`src/rtl/llsc_ctrl.sv`:
```
// -----------------------------------------------------------------------------
// llsc_ctrl -- load-linked / store-conditional request controller
//
// Sits between the CPU data port and the data cache. It sequences plain loads
// and stores and the LL/SC pair, drives a separate link module (which holds the
// reservation address and valid bit), and forwards bus snoop invalidates to
// that link module.
//
// Build option:
//   LLSC_SNOOP_EN  defined   : the snoop path is present. ccinv/ccsnoopaddr
//                              are registered onto invalid_bus/addr_bus, and a
//                              snoop hitting the reservation during the SC
//                              check cycle kills the SC.
//                  undefined : single-core build. The snoop inputs are
//                              ignored, addr_bus/invalid_bus are tied low, and
//                              an SC fails only when write_valid is low.
//
// Ports:
//   CLK          in   system clock, rising edge
//   nRST         in   asynchronous active-low reset
//   dmemREN      in   CPU load request, held until done
//   dmemWEN      in   CPU store request, held until done
//   datomic      in   request is LL (with REN) or SC (with WEN)
//   dmemaddr     in   CPU request address
//   c_ren        out  cache read request
//   c_wen        out  cache write request
//   c_addr       out  cache request address
//   c_ack        in   cache completion pulse
//   ccinv        in   snoop invalidate pulse
//   ccsnoopaddr  in   snoop address, valid with ccinv
//   addr_cpu     out  CPU-side address to the link module
//   addr_bus     out  snoop address to the link module
//   update       out  set-link pulse (LL completion)
//   invalid_cpu  out  local-store invalidate pulse (store completion)
//   invalid_bus  out  snoop invalidate pulse
//   write_valid  in   link valid and matching addr_cpu (combinational)
//   done         out  request completion pulse
//   sc_result    out  SC outcome, valid with done, 0 otherwise
// -----------------------------------------------------------------------------
module llsc_ctrl #(
    parameter int ADDR_W = 32
) (
    input  logic              CLK,
    input  logic              nRST,
    input  logic              dmemREN,
    input  logic              dmemWEN,
    input  logic              datomic,
    input  logic [ADDR_W-1:0] dmemaddr,
    output logic              c_ren,
    output logic              c_wen,
    output logic [ADDR_W-1:0] c_addr,
    input  logic              c_ack,
    input  logic              ccinv,
    input  logic [ADDR_W-1:0] ccsnoopaddr,
    output logic [ADDR_W-1:0] addr_cpu,
    output logic [ADDR_W-1:0] addr_bus,
    output logic              update,
    output logic              invalid_cpu,
    output logic              invalid_bus,
    input  logic              write_valid,
    output logic              done,
    output logic              sc_result
);

    typedef enum logic [2:0] {
        IDLE    = 3'd0,
        RD      = 3'd1,
        SC_CHK  = 3'd2,
        WR      = 3'd3,
        SC_FAIL = 3'd4
    } state_t;

    state_t              state_r;
    state_t              next_state_s;

    logic                c_ren_r;
    logic                c_wen_r;
    logic [ADDR_W-1:0]   c_addr_r;
    logic [ADDR_W-1:0]   addr_cpu_r;
    logic                atomic_r;
    logic                update_r;
    logic                invalid_cpu_r;
    logic                done_r;
    logic                sc_result_r;

    logic                latch_s;
    logic                done_s;
    logic                update_s;
    logic                invalid_cpu_s;
    logic                sc_result_s;
    logic                kill_s;

    logic [ADDR_W-1:0]   addr_bus_r;
    logic                invalid_bus_r;

`ifdef LLSC_SNOOP_EN
    // Snoop forwarding register: runs regardless of the FSM so back-to-back
    // snoops produce back-to-back invalidate pulses.
    always_ff @(posedge CLK or negedge nRST) begin
        if (!nRST) begin
            invalid_bus_r <= 1'b0;
            addr_bus_r    <= {ADDR_W{1'b0}};
        end else begin
            invalid_bus_r <= ccinv;
            if (ccinv) begin
                addr_bus_r <= ccsnoopaddr;
            end
        end
    end

    // SC kill: a snoop arriving now, or the one being forwarded now, that hits
    // the reservation address. The link module may not have seen either yet, so
    // write_valid alone cannot be trusted in this cycle.
    always_comb begin
        kill_s = 1'b0;
        if ((ccinv && (ccsnoopaddr == addr_cpu_r)) ||
            (invalid_bus_r && (addr_bus_r == addr_cpu_r))) begin
            kill_s = 1'b1;
        end else begin
            kill_s = 1'b0;
        end
    end
`else
    logic snoop_unused_s;

    // Single-core build: no snoop traffic reaches the link module.
    always_comb begin
        invalid_bus_r  = 1'b0;
        addr_bus_r     = {ADDR_W{1'b0}};
        kill_s         = 1'b0;
        snoop_unused_s = ccinv ^ (^ccsnoopaddr);
    end
`endif

    // State register.
    always_ff @(posedge CLK or negedge nRST) begin
        if (!nRST) begin
            state_r <= IDLE;
        end else begin
            state_r <= next_state_s;
        end
    end

    // Next-state and next-output decode.
    always_comb begin
        next_state_s  = state_r;
        latch_s       = 1'b0;
        done_s        = 1'b0;
        update_s      = 1'b0;
        invalid_cpu_s = 1'b0;
        sc_result_s   = 1'b0;
        case (state_r)
            IDLE: begin
                // The CPU still holds its request while done is high; refusing
                // to accept in that cycle stops a completed request from being
                // replayed.
                if (!done_r && dmemREN) begin
                    next_state_s = RD;
                    latch_s      = 1'b1;
                end else if (!done_r && dmemWEN) begin
                    next_state_s = datomic ? SC_CHK : WR;
                    latch_s      = 1'b1;
                end else begin
                    next_state_s = IDLE;
                end
            end
            RD: begin
                if (c_ack) begin
                    next_state_s = IDLE;
                    done_s       = 1'b1;
                    update_s     = atomic_r;
                end else begin
                    next_state_s = RD;
                end
            end
            SC_CHK: begin
                if (write_valid && !kill_s) begin
                    next_state_s = WR;
                end else begin
                    next_state_s = SC_FAIL;
                    done_s       = 1'b1;
                end
            end
            WR: begin
                if (c_ack) begin
                    next_state_s  = IDLE;
                    done_s        = 1'b1;
                    invalid_cpu_s = 1'b1;
                    sc_result_s   = atomic_r;
                end else begin
                    next_state_s = WR;
                end
            end
            SC_FAIL: begin
                next_state_s = IDLE;
            end
            default: begin
                next_state_s = IDLE;
            end
        endcase
    end

    // Registered outputs and request capture.
    always_ff @(posedge CLK or negedge nRST) begin
        if (!nRST) begin
            c_ren_r       <= 1'b0;
            c_wen_r       <= 1'b0;
            c_addr_r      <= {ADDR_W{1'b0}};
            addr_cpu_r    <= {ADDR_W{1'b0}};
            atomic_r      <= 1'b0;
            update_r      <= 1'b0;
            invalid_cpu_r <= 1'b0;
            done_r        <= 1'b0;
            sc_result_r   <= 1'b0;
        end else begin
            c_ren_r       <= (next_state_s == RD);
            c_wen_r       <= (next_state_s == WR);
            update_r      <= update_s;
            invalid_cpu_r <= invalid_cpu_s;
            done_r        <= done_s;
            sc_result_r   <= sc_result_s;
            if (latch_s) begin
                c_addr_r   <= dmemaddr;
                addr_cpu_r <= dmemaddr;
                atomic_r   <= datomic;
            end
        end
    end

    assign c_ren       = c_ren_r;
    assign c_wen       = c_wen_r;
    assign c_addr      = c_addr_r;
    assign addr_cpu    = addr_cpu_r;
    assign addr_bus    = addr_bus_r;
    assign update      = update_r;
    assign invalid_cpu = invalid_cpu_r;
    assign invalid_bus = invalid_bus_r;
    assign done        = done_r;
    assign sc_result   = sc_result_r;

endmodule

```
`config.mk`:
```
export PLATFORM = sky130hd
export DESIGN_NAME = llsc_ctrl
export DESIGN_NICKNAME = d
export VERILOG_FILES = /design/src/rtl/llsc_ctrl.sv
export SDC_FILE = /design/constraint.sdc
export NUM_CORES = 1
export LEC_CHECK = 0
export ABC_AREA = 0
export ABC_CLOCK_PERIOD_IN_PS = 2200
export CAP_MARGIN = 20
export CORE_MARGIN = 3
export CORE_UTILIZATION = 33
export CTS_CLUSTER_SIZE = 12
export DETAILED_ROUTE_END_ITERATION = 12
export GPL_ROUTABILITY_DRIVEN = 0
export PLACE_DENSITY = 0.84
export SYNTH_ARGS = -nofsm -noshare
export SYNTH_HDL_FRONTEND = slang
export SYNTH_SLANG_ARGS = --single-unit
```
`constraint.sdc`:
```
create_clock -name CLK -period 2.2 [get_ports CLK]
set_clock_uncertainty 0.1 [all_clocks]
set_input_delay 0.22 -clock CLK [delete_from_list [all_inputs] [get_ports CLK]]
set_output_delay 0.22 -clock CLK [all_outputs]
set_load 0.01 [all_outputs]
```
**Word-level counts from Yosys, hierarchy flattened**

Cells that the tools add are included.

- Bits in registers: 42
- Bits of input ports: 72
- Output and inout bits: 103
- Word-level logic and storage cells: 36

- Eq/ne operators: 5
- Multiplexer cells: 17
- Reduce and logical (&&, ||, !) cells: 5

Operator list:

| cell | number |
|---|---|
| 3-bit one-hot mux with 4 select lines | 1 |
| 1-bit 2-to-1 mux | 11 |
| 3-bit by 2-bit equality test with 1-bit output (second input constant) | 3 |
| 3-bit by 1-bit equality test with 1-bit output (second input constant) | 2 |
| 2-bit 2-to-1 mux | 3 |
| 3-bit logical NOT | 1 |
| 3-bit 2-to-1 mux | 1 |
| 1-bit logical AND | 2 |
| 1-bit one-hot mux with 2 select lines | 1 |
| 2-bit OR reduction | 1 |
| 1-bit logical NOT | 1 |

**Logic depth before layout (Yosys ltp)**

Gate-level depths: netlist (run 1).

- Word-level depth: 6
- Depth in mapped cells: 5
- Mapped depth without buffers: 4

**Worst setup path after synthesis (run 1)**

OpenSTA, ideal clock, no wires.

- Kind: flip-flop to flip-flop
- Start point: reg state_r[0]
- End point: reg addr_cpu_r[0], in the netlist addr_cpu[0]
- Setup time: 125 ps
- Arrival: 1442 ps
- Data required time: 1975 ps
- Slack: 533 ps
- Cell stages (with the launch flop): 6
- Path buffers: 2
- Clock period less this slack: 1667 ps
- Cell sequence: dfrtp_1 nor4_2 o21a_1 buf_6 buf_12 mux2_4

- Cells in the longest elaborated chain, start to end: 2

Ends and longest elaborated chain:

| element | RTL line | text |
|---|---|---|
| start: declaration | 73 | `state_t state_r;` |
| start signal: assignment | 140 | `state_r <= next_state_s;` |
| 3-bit logical NOT | 152 | `case (state_r)` |
| 1-bit 2-to-1 mux | 152 |  |
| end signal: assignment | 209 | `addr_cpu_r <= {ADDR_W{1'b0}};` |
| end signal: assignment | 224 | `addr_cpu_r <= dmemaddr;` |
| end: declaration | 79 | `logic [ADDR_W-1:0] addr_cpu_r;` |

Every way passes these cells.
A chain may end at the register's enable or synchronous reset.

**Final worst setup path (run 1)**

- Start point: reg state_r[0]
- End point: reg addr_cpu_r[22], in the netlist addr_cpu[22]

Same word-level chain as after synthesis.

==> results.md, run 1 <==
| Parameter | Reported | Unit |
| --- | --- | --- |
| Final count of hold timing violations | 0 | - |
| Number of top-level pins | 175 | - |
| Post-Layout Inst Area | 0.003105 | mm^2 |
| Number of fill cells | 588 | - |
| Combined area of all synthesized cells | 0.002227 | mm^2 |
| Ratio of cells with drive above 1 in the final layout | 18.07 | % |
| Drt initial violations | 19 | - |
| Detailed-routed wire length on met3 | 448 | um |
| Period utilisation layout | 83.51 | % |
| Worst Tran Pin Value | 929.0 | ps |
| Post-DP HPWL | 3492 | um |
| Port-buffer cells | 108 | - |
| Highest net fanout along the worst path | 14 | - |
| Final Net Count | 320 | - |
| Synth Area in Compound Gates | 1.966 | % |
| Register area | 0.001051 | mm^2 |
| Starting Density | 34.48 | % |
| Total inserted antenna cells | 0 | - |
| Largest family of logic cells by synthesized area | buffers and inverters | - |
| Final setup violation count | 0 | - |
| Via count | 1372 | - |
| Placed inst area | 0.002989 | mm^2 |
| Number of buffers on the longest clock path | 2 | - |
| Worst setup path class | reg -> reg | - |
| Accumulated negative setup slack | 0 | ps |
| All-Layer GR Usage | 11.33 | % |
| Number of unique standard cell types used by synthesis | 22 | - |
| Mapped Avg Cell Area | 13.34 | um^2 |
| Total grt overflow | 0 | - |
| Proportion of synthesized chip area in sequential cells | 47.19 | % |
| Critical path endpoint category | flop | - |
| Max-cap violations | 0 | - |
| Cell row count | 29 | - |
| Wl on met1 | 1868 | um |
| Worst skew pair latency | 280 | ps |
| Total Die Area | 0.007770 | mm^2 |
| HP Class | reg -> reg | - |
| Area share of xor/xnor cells in the synthesized design | 0 | % |
| DR top layer | met4 | - |
| Critical Path Start Type | flop | - |
| Pin count of the biggest net entering global routing | 43 | - |
| Number of storage elements in the synthesis netlist | 42 | - |
| Detail Route Antenna Nets | 0 | - |
| Routed wire per std cell | 13.91 | um |
| Number of buffers inserted during clock tree synthesis | 5 | - |
| Count of mapped cells out of synthesis | 167 | - |
| Global-route wire length before repair | 6713 | um |
| Adder-cell area share of the yosys netlist | 0 | % |
| Standby leakage power | 0.001392 | uW |
| Remaining max-slew budget at the tightest pin | 38.07 | % |
| Post-route DRC | 0 | - |
| CTS HTree Levels | 2 | - |
| Standard cell core area | 0.006459 | mm^2 |
| RSZ-0062 raised after global routing | false | - |
| Sum of met2 wire segment lengths after detailed routing | 2214 | um |
| Total of warnings raised by yosys | 0 | - |
| PD cells | 1558 | mW/mm^2 |
| First-pass detailed-route iteration total | 4 | - |
| Num Clock Sinks | 42 | - |
| Synthesis-to-layout area growth | 39.44 | % |
| DRT Wirelength | 4536 | um |
| TritonCTS clock tree | built | - |
| Minimum period implied by the final worst setup slack | 1837 | ps |
| X dimension of the die | 88.15 | um |
| Initial antenna violation count | 0 | - |
| Number of global-route vias before repair | 1321 | - |
| Clk pin slew, worst setup/hold paths | 80 | ps |
| Fmax | 0.5443 | GHz |
| Signal arrival time at the worst endpoint | 1900 | ps |
| Result of the run | finished, final reports clean | - |
| Worst EP required | 2270 | ps |
| Pins Over Slew Limit | 0 | - |
| Synth Area in Simple Gates | 3.483 | % |
| Vias per inst | 4.209 | - |
| Worst voltage drop across the vdd grid | 683.8 | uV |
| Multi-input logic area | 730.7 | um^2 |
| Multiplexer area fraction after synthesis | 21.74 | % |
| Root Driver | clkbuf_8 | - |
| Die span in y | 88.15 | um |
cells by family (layout without fill, tap and decap cells):
family          after synthesis  count (layout)
simple gates                 13              13
flops                        42              42
other cells                   1              33
mux                          33              33
compound gates                7               7
buf+inv                      71             121
timing repair:
action / 4_1_cts / 5_1_grt
setup endpoints to repair: 0 / 0
gates resized for setup: 0 / 0
hold buffers: 1 / 0
hold endpoints to repair: 8 / 0
buffers inserted: 0 / 0
through the flow:
stage / setup WS, ps / hold WS (ps) / total power (uW) / util, % / instances
3_5_place_dp: 361.2 / 317.7 / 4295 / 46.28 / 317
6_report: 362.7 / 417.7 / 4838 / 48.08 / 326
5_1_grt: 216.7 / 420.5 / 5148 / 48.08 / 326
4_1_cts: 341.2 / 422.0 / 4920 / 48.08 / 326
3_3_place_gp: 408.2 / 318.2 / 4237 / 46.28 / 317
2_1_floorplan: 532.7 / -175.6 / 3324 / - / 199
report_power, final:
part           switching [uW]  total [uW]  leakage (uW)  internal, uW
clock network             249         588     0.0000524           340
registers                 296        1440      0.000507          1140
logic                     980        2810      0.000832          1830
flip-flops by register name (all words and copies together) (netlist names):
signal / count
addr_cpu: 32
state_r: 3
atomic_r: 1
c_ren: 1
c_wen: 1
done: 1
invalid_cpu: 1
sc_result: 1
update: 1
Yosys cell counts (all sizes together):
| master | count | area share [%] |
|---|---|---|
| a31o | 1 | 0.39 |
| nand3 | 1 | 0.22 |
| conb | 1 | 0.17 |
| o21ai | 1 | 0.22 |
| mux2 | 33 | 22 |
| nand3b | 1 | 0.34 |
| inv | 2 | 0.34 |
| a21oi | 3 | 0.67 |
| nor4 | 1 | 0.56 |
| nand2b | 2 | 0.56 |
| or2b | 1 | 0.34 |
| dfrtp | 42 | 47 |
| o21a | 1 | 0.34 |
| nand2 | 1 | 0.17 |
| o21bai | 1 | 0.34 |
| nor3 | 3 | 0.67 |
| nor2b | 1 | 0.28 |
| nor2 | 2 | 0.34 |
| buf | 69 | 25 |
critical path, cell delays in order, from the launching register on:
cell     delay (ps)
dfrtp_1         450
nor4_2          340
o21a_2          220
buf_4           270
mux2_4          330
routing by layer:
layer | up-vias | track usage (%)
met5 | - | 0
met3 | 2 | 4.139
met4 | 0 | 2.060
met2 | 95 | 18.77
met1 | 658 | 14.39
li1 | 617 | -
worst paths after layout:
kind | slack (ps) | startpoint | cells past startpoint | to
worst max-delay path | 360 | state_r[0] | 4 | addr_cpu[22]
worst min-delay path | 420 | atomic_r | 1 | atomic_r
worst max register to register | 360 | state_r[0] | 4 | addr_cpu[22]
worst min register to register | 420 | atomic_r | 1 | atomic_r
max in group asynchronous | 900 | nRST | 2 | done
min in group asynchronous | 520 | nRST | 2 | addr_cpu[1]
cell usage in the layout (no fill, tap or decap), drive strengths merged:
cell / netlist / layout
clkdlybuf4s50: 0 / 107
dfrtp: 42 / 42
conb: 1 / 33
mux2: 33 / 33
clkbuf: 0 / 7
a21oi: 3 / 3
nor3: 3 / 3
buf: 69 / 3
inv: 2 / 2
nand2b: 2 / 2
nor2: 2 / 2
nor4: 1 / 1
o21a: 1 / 1
o21ai: 1 / 1
or2b: 1 / 1
nand3b: 1 / 1
a31o: 1 / 1
nand2: 1 / 1
o21bai: 1 / 1
nor2b: 1 / 1
nand3: 1 / 1
bufinv: 0 / 1
dlygate4sd3: 0 / 1
cell type report:
| class | count | area share [%] |
|---|---|---|
| Clock buffer | 7 | 2.458 |
| Inverter | 2 | 0.2417 |
| Timing Repair Buffer | 111 | 35.86 |
| Tap cell | 77 | 3.102 |
| Multi-Input combinational cell | 86 | 23.53 |
| Clock inverter | 1 | 0.9670 |
| Sequential cell | 42 | 33.84 |
Power figures use the tool's default switching activity.
==> run 2, diff against run 1 <==
--- a/config.mk
+++ b/config.mk
@@ -6,14 +6,14 @@
 export NUM_CORES = 1
 export LEC_CHECK = 0
 export ABC_AREA = 0
-export ABC_CLOCK_PERIOD_IN_PS = 2200
+export ABC_CLOCK_PERIOD_IN_PS = 1500
 export CAP_MARGIN = 20
 export CORE_MARGIN = 3
-export CORE_UTILIZATION = 33
+export CORE_UTILIZATION = 30
 export CTS_CLUSTER_SIZE = 12
 export DETAILED_ROUTE_END_ITERATION = 12
 export GPL_ROUTABILITY_DRIVEN = 0
-export PLACE_DENSITY = 0.84
+export PLACE_DENSITY = 0.81
 export SYNTH_ARGS = -nofsm -noshare
 export SYNTH_HDL_FRONTEND = slang
 export SYNTH_SLANG_ARGS = --single-unit
==> constraint.sdc (replaced) <==
create_clock -name CLK -period 1.5 [get_ports CLK]
set_clock_uncertainty 0.1 [all_clocks]
set_input_delay 0.15 -clock CLK [delete_from_list [all_inputs] [get_ports CLK]]
set_output_delay 0.15 -clock CLK [all_outputs]
set_load 0.01 [all_outputs]
==> results.md, run 2 (same netlist as run 1, synthesis figures left out) <==
| Parameter | Reported | Unit | Change |
| --- | --- | --- | --- |
| Result of the run | finished with violations | - |  |
| Violations in the final reports | setup timing | - |  |
| Number of buffers on the longest clock path | 2 | - | unchanged |
| Pins Over Slew Limit | 0 | - | unchanged |
| Most frequent cells in the layout | clkdlybuf4s50_1 (59), dlymetal6s2s_1 (44), dfrtp_1 (42) | - |  |
| X dimension of the die | 92.16 | um | +4.5% |
| PD cells | 2167 | mW/mm^2 | +39% |
| Detail Route Antenna Nets | 0 | - | unchanged |
| Most common cell after layout, fill and taps aside | clkdlybuf4s50_1 | - |  |
| Worst skew pair latency | 280 | ps | about the same |
| Multi-input logic area | 754.5 | um^2 | +3.3% |
| Drt initial violations | 40 | - | +21 |
| Worst reg-to-reg path cell count | 4 | - | unchanged |
| Clk pin slew, worst setup/hold paths | 80 | ps | about the same |
| Post-DP HPWL | 3783 | um | +8.3% |
| Total Die Area | 0.008493 | mm^2 | +9.3% |
| Highest net fanout along the worst path | 13 | - | -1 |
| HP Class | in -> async | - |  |
| Post-Layout Inst Area | 0.003412 | mm^2 | +9.9% |
| First-pass detailed-route iteration total | 4 | - | unchanged |
| Global-route wire length before repair | 7507 | um | +12% |
| Max reg flops | 32 | - | unchanged |
| Fin util | 48.87 | % | +0.79 points |
| Port-buffer cells | 108 | - | unchanged |
| Minimum period implied by the final worst setup slack | 1673 | ps | -164.6 ps |
| Post-route DRC | 0 | - | unchanged |
| Period utilisation layout | 111.5 | % | +28 points |
| TritonCTS clock tree | built | - |  |
| Register area | 0.001051 | mm^2 | unchanged |
| Signal arrival time at the worst endpoint | 1750 | ps | -150 ps |
| Die span in y | 92.16 | um | +4.5% |
| Number of fill cells | 601 | - | +2.2% |
| Starting Density | 31.90 | % | -2.6 points |
| Final worst slack | -172.7 | ps | -535.4 ps |
| CTS HTree Levels | 2 | - | unchanged |
| Cell row count | 30 | - | +3.4% |
| Critical path endpoint category | flop | - |  |
| Critical Path Start Type | flop | - |  |
| Standby leakage power | 0.001907 | uW | +37% |
| Final count of hold timing violations | 0 | - | unchanged |
| All-Layer GR Usage | 11.24 | % | -0.086 points |
| RSZ-0062 raised after global routing | true | - |  |
| Via count | 1428 | - | +4.1% |
| Max-cap violations | 0 | - | unchanged |
| Total inserted antenna cells | 0 | - | unchanged |
| Total grt overflow | 0 | - | unchanged |
| Worst voltage drop across the vdd grid | 697.0 | uV | +1.9% |
| Final setup violation count | 35 | - | +35 |
| Placed inst area | 0.003090 | mm^2 | +3.4% |
| Worst EP required | 1570 | ps | -700 ps |
| Number of buffers inserted during clock tree synthesis | 5 | - | unchanged |
| Routed wire per std cell | 14.47 | um | +4.0% |
| Num Clock Sinks | 42 | - | unchanged |
| Number of top-level pins | 175 | - | unchanged |
| Worst setup path class | reg -> reg | - |  |
| Pin count of the biggest net entering global routing | 32 | - | -26% |
| Final Net Count | 334 | - | +4.4% |
| Fmax | 0.5978 | GHz | +9.8% |
| Number of global-route vias before repair | 1445 | - | +9.4% |
| Vias per inst | 3.989 | - | -5.2% |
| Ratio of cells with drive above 1 in the final layout | 23.66 | % | +5.6 points |
| Standard cell core area | 0.006982 | mm^2 | +8.1% |
| DRT Wirelength | 5179 | um | +14% |
| Synthesis-to-layout area growth | 53.20 | % |  |
| Root Driver | clkbuf_8 | - |  |
| Initial antenna violation count | 0 | - | unchanged |
[run 2: cell types whose count changed in the layout (fill, tap and decap cells not counted), sizes merged]
| cell | change |
|---|---|
| dlymetal6s2s | +44 |
| buf | +13 |
| clkdlybuf4s50 | -48 |
| dlygate4sd2 | +4 |
[run 2: final timing paths]
kind / startpoint / end / slack [ps]
min reg2reg: atomic_r / atomic_r / 420
max in group asynchronous: nRST / invalid_cpu / 600
min: nRST / addr_cpu[6] / 230
max: done / addr_cpu[0] / -170
max reg2reg: done / addr_cpu[0] / -170
min in group CLK: dmemaddr[6] / addr_cpu[6] / 380
[run 2: per-layer routing]
metal  wire length, um  up-vias  part of all wire (%)  GRT usage (%)
met2              2554       99                    49          18.19
met5                 0        -                     0              0
met4                37        0                  0.71          4.084
li1                  -      634                     -              -
met3               583        2                    11          4.020
met1              2003      693                    39          13.74
[run 2: power breakdown]
part,leakage (uW),switching [uW],internal (uW)
registers,0.000507,410,1680
clock network,0.0000573,362,533
logic,0.00134,1590,2820
[run 2: critical path, stage by stage (launching register included)]
cell and delay, ps:
dfrtp_1 410, nor4_4 310, o21a_4 250, buf_12 180, mux2_4 310
[run 2: repair_timing]
item | in CTS | in global routing
endpoints found under the setup margin | 42 | 84
resized for setup | 5 | 47
hold buffers | 1 | 0
pin swaps | 0 | 1
cloned | 0 | 1
endpoints found under the hold margin | 42 | 0
setup buffers | 4 | 2
[run 2: layout make-up]
| type | instances | area share, % |
|---|---|---|
| clock inverters | 1 | 0.8801 |
| clock buffers | 6 | 2.420 |
| repair buffers | 125 | 40.04 |
| multi-input cells | 86 | 22.11 |
| flip-flops and latches | 42 | 30.80 |
| inverters | 2 | 0.2200 |
| well taps | 96 | 3.520 |
[run 2: metrics by stage]
| step | hold WS, ps | cells | total power, uW | TNS [ps] | setup slack, ps |
|---|---|---|---|---|---|
| final | 230.8 | 358 | 7395 | -5156 | -172.7 |
| after global routing | 258.6 | 358 | 7799 | -7683 | -245.1 |
| after CTS | 211.5 | 355 | 7476 | -6840 | -218.1 |
| after detailed placement | -31.88 | 343 | 6466 | -6399 | -209.5 |
| after global placement | -37.84 | 343 | 6360 | -5226 | -161.5 |
| after floorplan | -245.6 | 199 | 4875 | -5206 | -167.3 |
==> run 3, diff against run 2 <==
--- a/config.mk
+++ b/config.mk
@@ -13,7 +13,9 @@
 export CTS_CLUSTER_SIZE = 12
 export DETAILED_ROUTE_END_ITERATION = 12
 export GPL_ROUTABILITY_DRIVEN = 0
+export HOLD_SLACK_MARGIN = 0.06
 export PLACE_DENSITY = 0.81
 export SYNTH_ARGS = -nofsm -noshare
 export SYNTH_HDL_FRONTEND = slang
 export SYNTH_SLANG_ARGS = --single-unit
+export TNS_END_PERCENT = 30
==> results.md, run 3 (same netlist as run 1, synthesis figures left out) <==
| Parameter | Reported | Unit | Change |
| --- | --- | --- | --- |
| Minimum period implied by the final worst setup slack | 1671 | ps | -1.323 ps |
| Instance count after placement with tap cells included | 343 | - | unchanged |
| Power share of the clock group | 12.3 | % | +0.2 points |
| Final Net Count | 329 | - | -1.5% |
| CP max-delay cell | dfrtp_1 | - |  |
| Synthesis-to-layout area growth | 51.29 | % |  |
| Met2 track demand over resource | 18.13 | % | -0.061 points |
| CTS HTree Levels | 2 | - | unchanged |
| Die span in y | 92.16 | um | unchanged |
| TritonCTS clock tree | built | - |  |
| Switch share | 32.15 | % | +0.16 points |
| Global routing usage on met3 | 4.020 | % | unchanged |
| Ratio of cells with drive above 1 in the final layout | 22.18 | % | -1.5 points |
| Starting Density | 31.90 | % | unchanged |
| Placed inst area | 0.003090 | mm^2 | unchanged |
| Sw power | 2337 | uW | -1.2% |
| Internal power | 4931 | uW | -1.9% |
| Period utilisation layout | 111.4 | % | about the same |
| Number of buffers on the longest clock path | 2 | - | unchanged |
| DRT Wirelength | 5091 | um | -1.7% |
| Drt initial violations | 37 | - | -7.5% |
| Worst skew pair latency | 280 | ps | about the same |
| First-pass detailed-route iteration total | 4 | - | unchanged |
| Vias per inst | 3.966 | - | -0.57% |
| Worst setup path class | reg -> reg | - |  |
| Highest net fanout along the worst path | 13 | - | unchanged |
| Post-Layout Inst Area | 0.003369 | mm^2 | -1.2% |
| Crit path cell chain | nor4_4, o21a_4, buf_12, mux2_4 | - |  |
| Standby leakage power | 0.001877 | uW | -1.6% |
| Final worst slack | -171.3 | ps | +1.323 ps |
| Root Driver | clkbuf_8 | - |  |
| All-Layer GR Usage | 11.17 | % | -0.067 points |
| Worst EP required | 1570 | ps | about the same |
| Result of the run | finished with violations | - |  |
| Cell row count | 30 | - | unchanged |
| Routing layer with the top usage in global route | met2 | - |  |
| Share of total power in sequential cells | 28.8 | % | +0.6 points |
| Critical path endpoint category | flop | - |  |
| Number of top-level pins | 175 | - | unchanged |
| Total grt overflow | 0 | - | unchanged |
| Fmax | 0.5983 | GHz | about the same |
| Most frequent cells in the layout | clkdlybuf4s50_1 (58), dlymetal6s2s_1 (43), dfrtp_1 (42) | - |  |
| X dimension of the die | 92.16 | um | unchanged |
| Detail Route Antenna Nets | 0 | - | unchanged |
| Global-route wire length before repair | 7465 | um | -0.56% |
| PD cells | 2157 | mW/mm^2 | -0.48% |
| Post-route DRC | 0 | - | unchanged |
| Combinational group share of total power | 58.9 | % | -0.8 points |
| Most common cell after layout, fill and taps aside | clkdlybuf4s50_1 | - |  |
| Delay of the slowest cell on the worst path | 410 | ps | about the same |
| Pins Over Slew Limit | 0 | - | unchanged |
| Total inserted antenna cells | 0 | - | unchanged |
| Via count | 1400 | - | -2.0% |
| Max reg flops | 32 | - | unchanged |
| Pin count of the biggest net entering global routing | 32 | - | unchanged |
| Initial antenna violation count | 0 | - | unchanged |
| Routed wire per std cell | 14.42 | um | -0.31% |
| Worst voltage drop across the vdd grid | 697.2 | uV | about the same |
| Max-cap violations | 0 | - | unchanged |
| Num Clock Sinks | 42 | - | unchanged |
| Global-route track usage on met1 | 13.59 | % | -0.15 points |
| Total power consumption of the routed design | 7268 | uW | -1.7% |
| HP Class | in -> async | - |  |
| Standard cell core area | 0.006982 | mm^2 | unchanged |
| RSZ-0062 raised after global routing | true | - |  |
| Final count of hold timing violations | 0 | - | unchanged |
| Non-Filler Instances | 353 | - | -1.4% |
| Number of global-route vias before repair | 1428 | - | -1.2% |
| Final setup violation count | 35 | - | unchanged |
| Signal arrival time at the worst endpoint | 1750 | ps | about the same |
| Post-DP HPWL | 3783 | um | unchanged |
| Critical Path Start Type | flop | - |  |
| Clk pin slew, worst setup/hold paths | 80 | ps | about the same |
| Port-buffer cells | 108 | - | unchanged |
| Violations in the final reports | setup timing | - |  |
| Total Die Area | 0.008493 | mm^2 | unchanged |
| Number of buffers inserted during clock tree synthesis | 5 | - | unchanged |
==> run 3: changes by cell type in the layout (fill, tap and decap cells not counted) <==
cell / delta
buf_4: -5
clkdlybuf4s50_1: -1
dlygate4sd2_1: +2
dlymetal6s2s_1: -1
==> run 3: worst paths after layout <==
path / from / endpoint / slack, ps / cells past startpoint
max in group asynchronous: nRST / invalid_cpu / 590 / 3
worst min-delay path: nRST / addr_cpu[6] / 230 / 2
min in group CLK: dmemaddr[6] / addr_cpu[6] / 380 / 2
worst max register to register: done / addr_cpu[0] / -170 / 4
worst min register to register: atomic_r / atomic_r / 420 / 1
worst max-delay path: done / addr_cpu[0] / -170 / 4
==> run 3: metrics by stage <==
stage	setup slack [ps]	setup TNS [ps]	utilization [%]	hold WS, ps
final	-171.3	-5058	48.26	228.9
after global routing	-246.1	-7676	48.26	258.6
after CTS	-218.1	-6789	46.08	211.5
after detailed placement	-209.5	-6399	44.27	-31.88
after global placement	-161.5	-5226	44.27	-37.84
after floorplan	-167.3	-5206	-	-245.6
==> run 3: layout make-up <==
class,instances,area (um^2)
fillers,601,3612
repair buffers,120,1324
flip-flops and latches,42,1051
multi-input cells,86,754.5
well taps,96,120.1
clock buffers,6,82.58
clock inverters,1,30.03
inverters,2,7.507
==> run 3: worst max-delay path, delay by kind of cell, from the launching register on <==
kind	cells	cell delay, ps
flops	1	410
mux	1	310
simple gates	1	310
buf+inv	1	180
compound gates	1	250
==> run 3: timing repair <==
action | in CTS | in global routing
setup buffers | 1 | 0
endpoints found under the setup margin | 42 | 81
hold buffers | 1 | 0
pin swaps | 1 | 1
cloned | 0 | 1
endpoints found under the hold margin | 42 | 0
resized for setup | 7 | 46
==> run 3: power groups by stage <==
stage	Clock (uW)	Combinational [uW]	Sequential (uW)
2_1_floorplan	0	2580	2290
3_3_place_gp	0	4260	2100
3_5_place_dp	0	4350	2120
4_1_cts	945	4340	2100
5_1_grt	964	4520	2180
6_report	895	4280	2090
==> run 3: layer usage <==
metal  routed length [um]  share of wire (%)  up-vias
met2                 2521                 50       97
li1                     -                  -      624
met4                   37               0.73        0
met3                  540                 11        2
met5                    0                  0        -
met1                 1993                 39      677
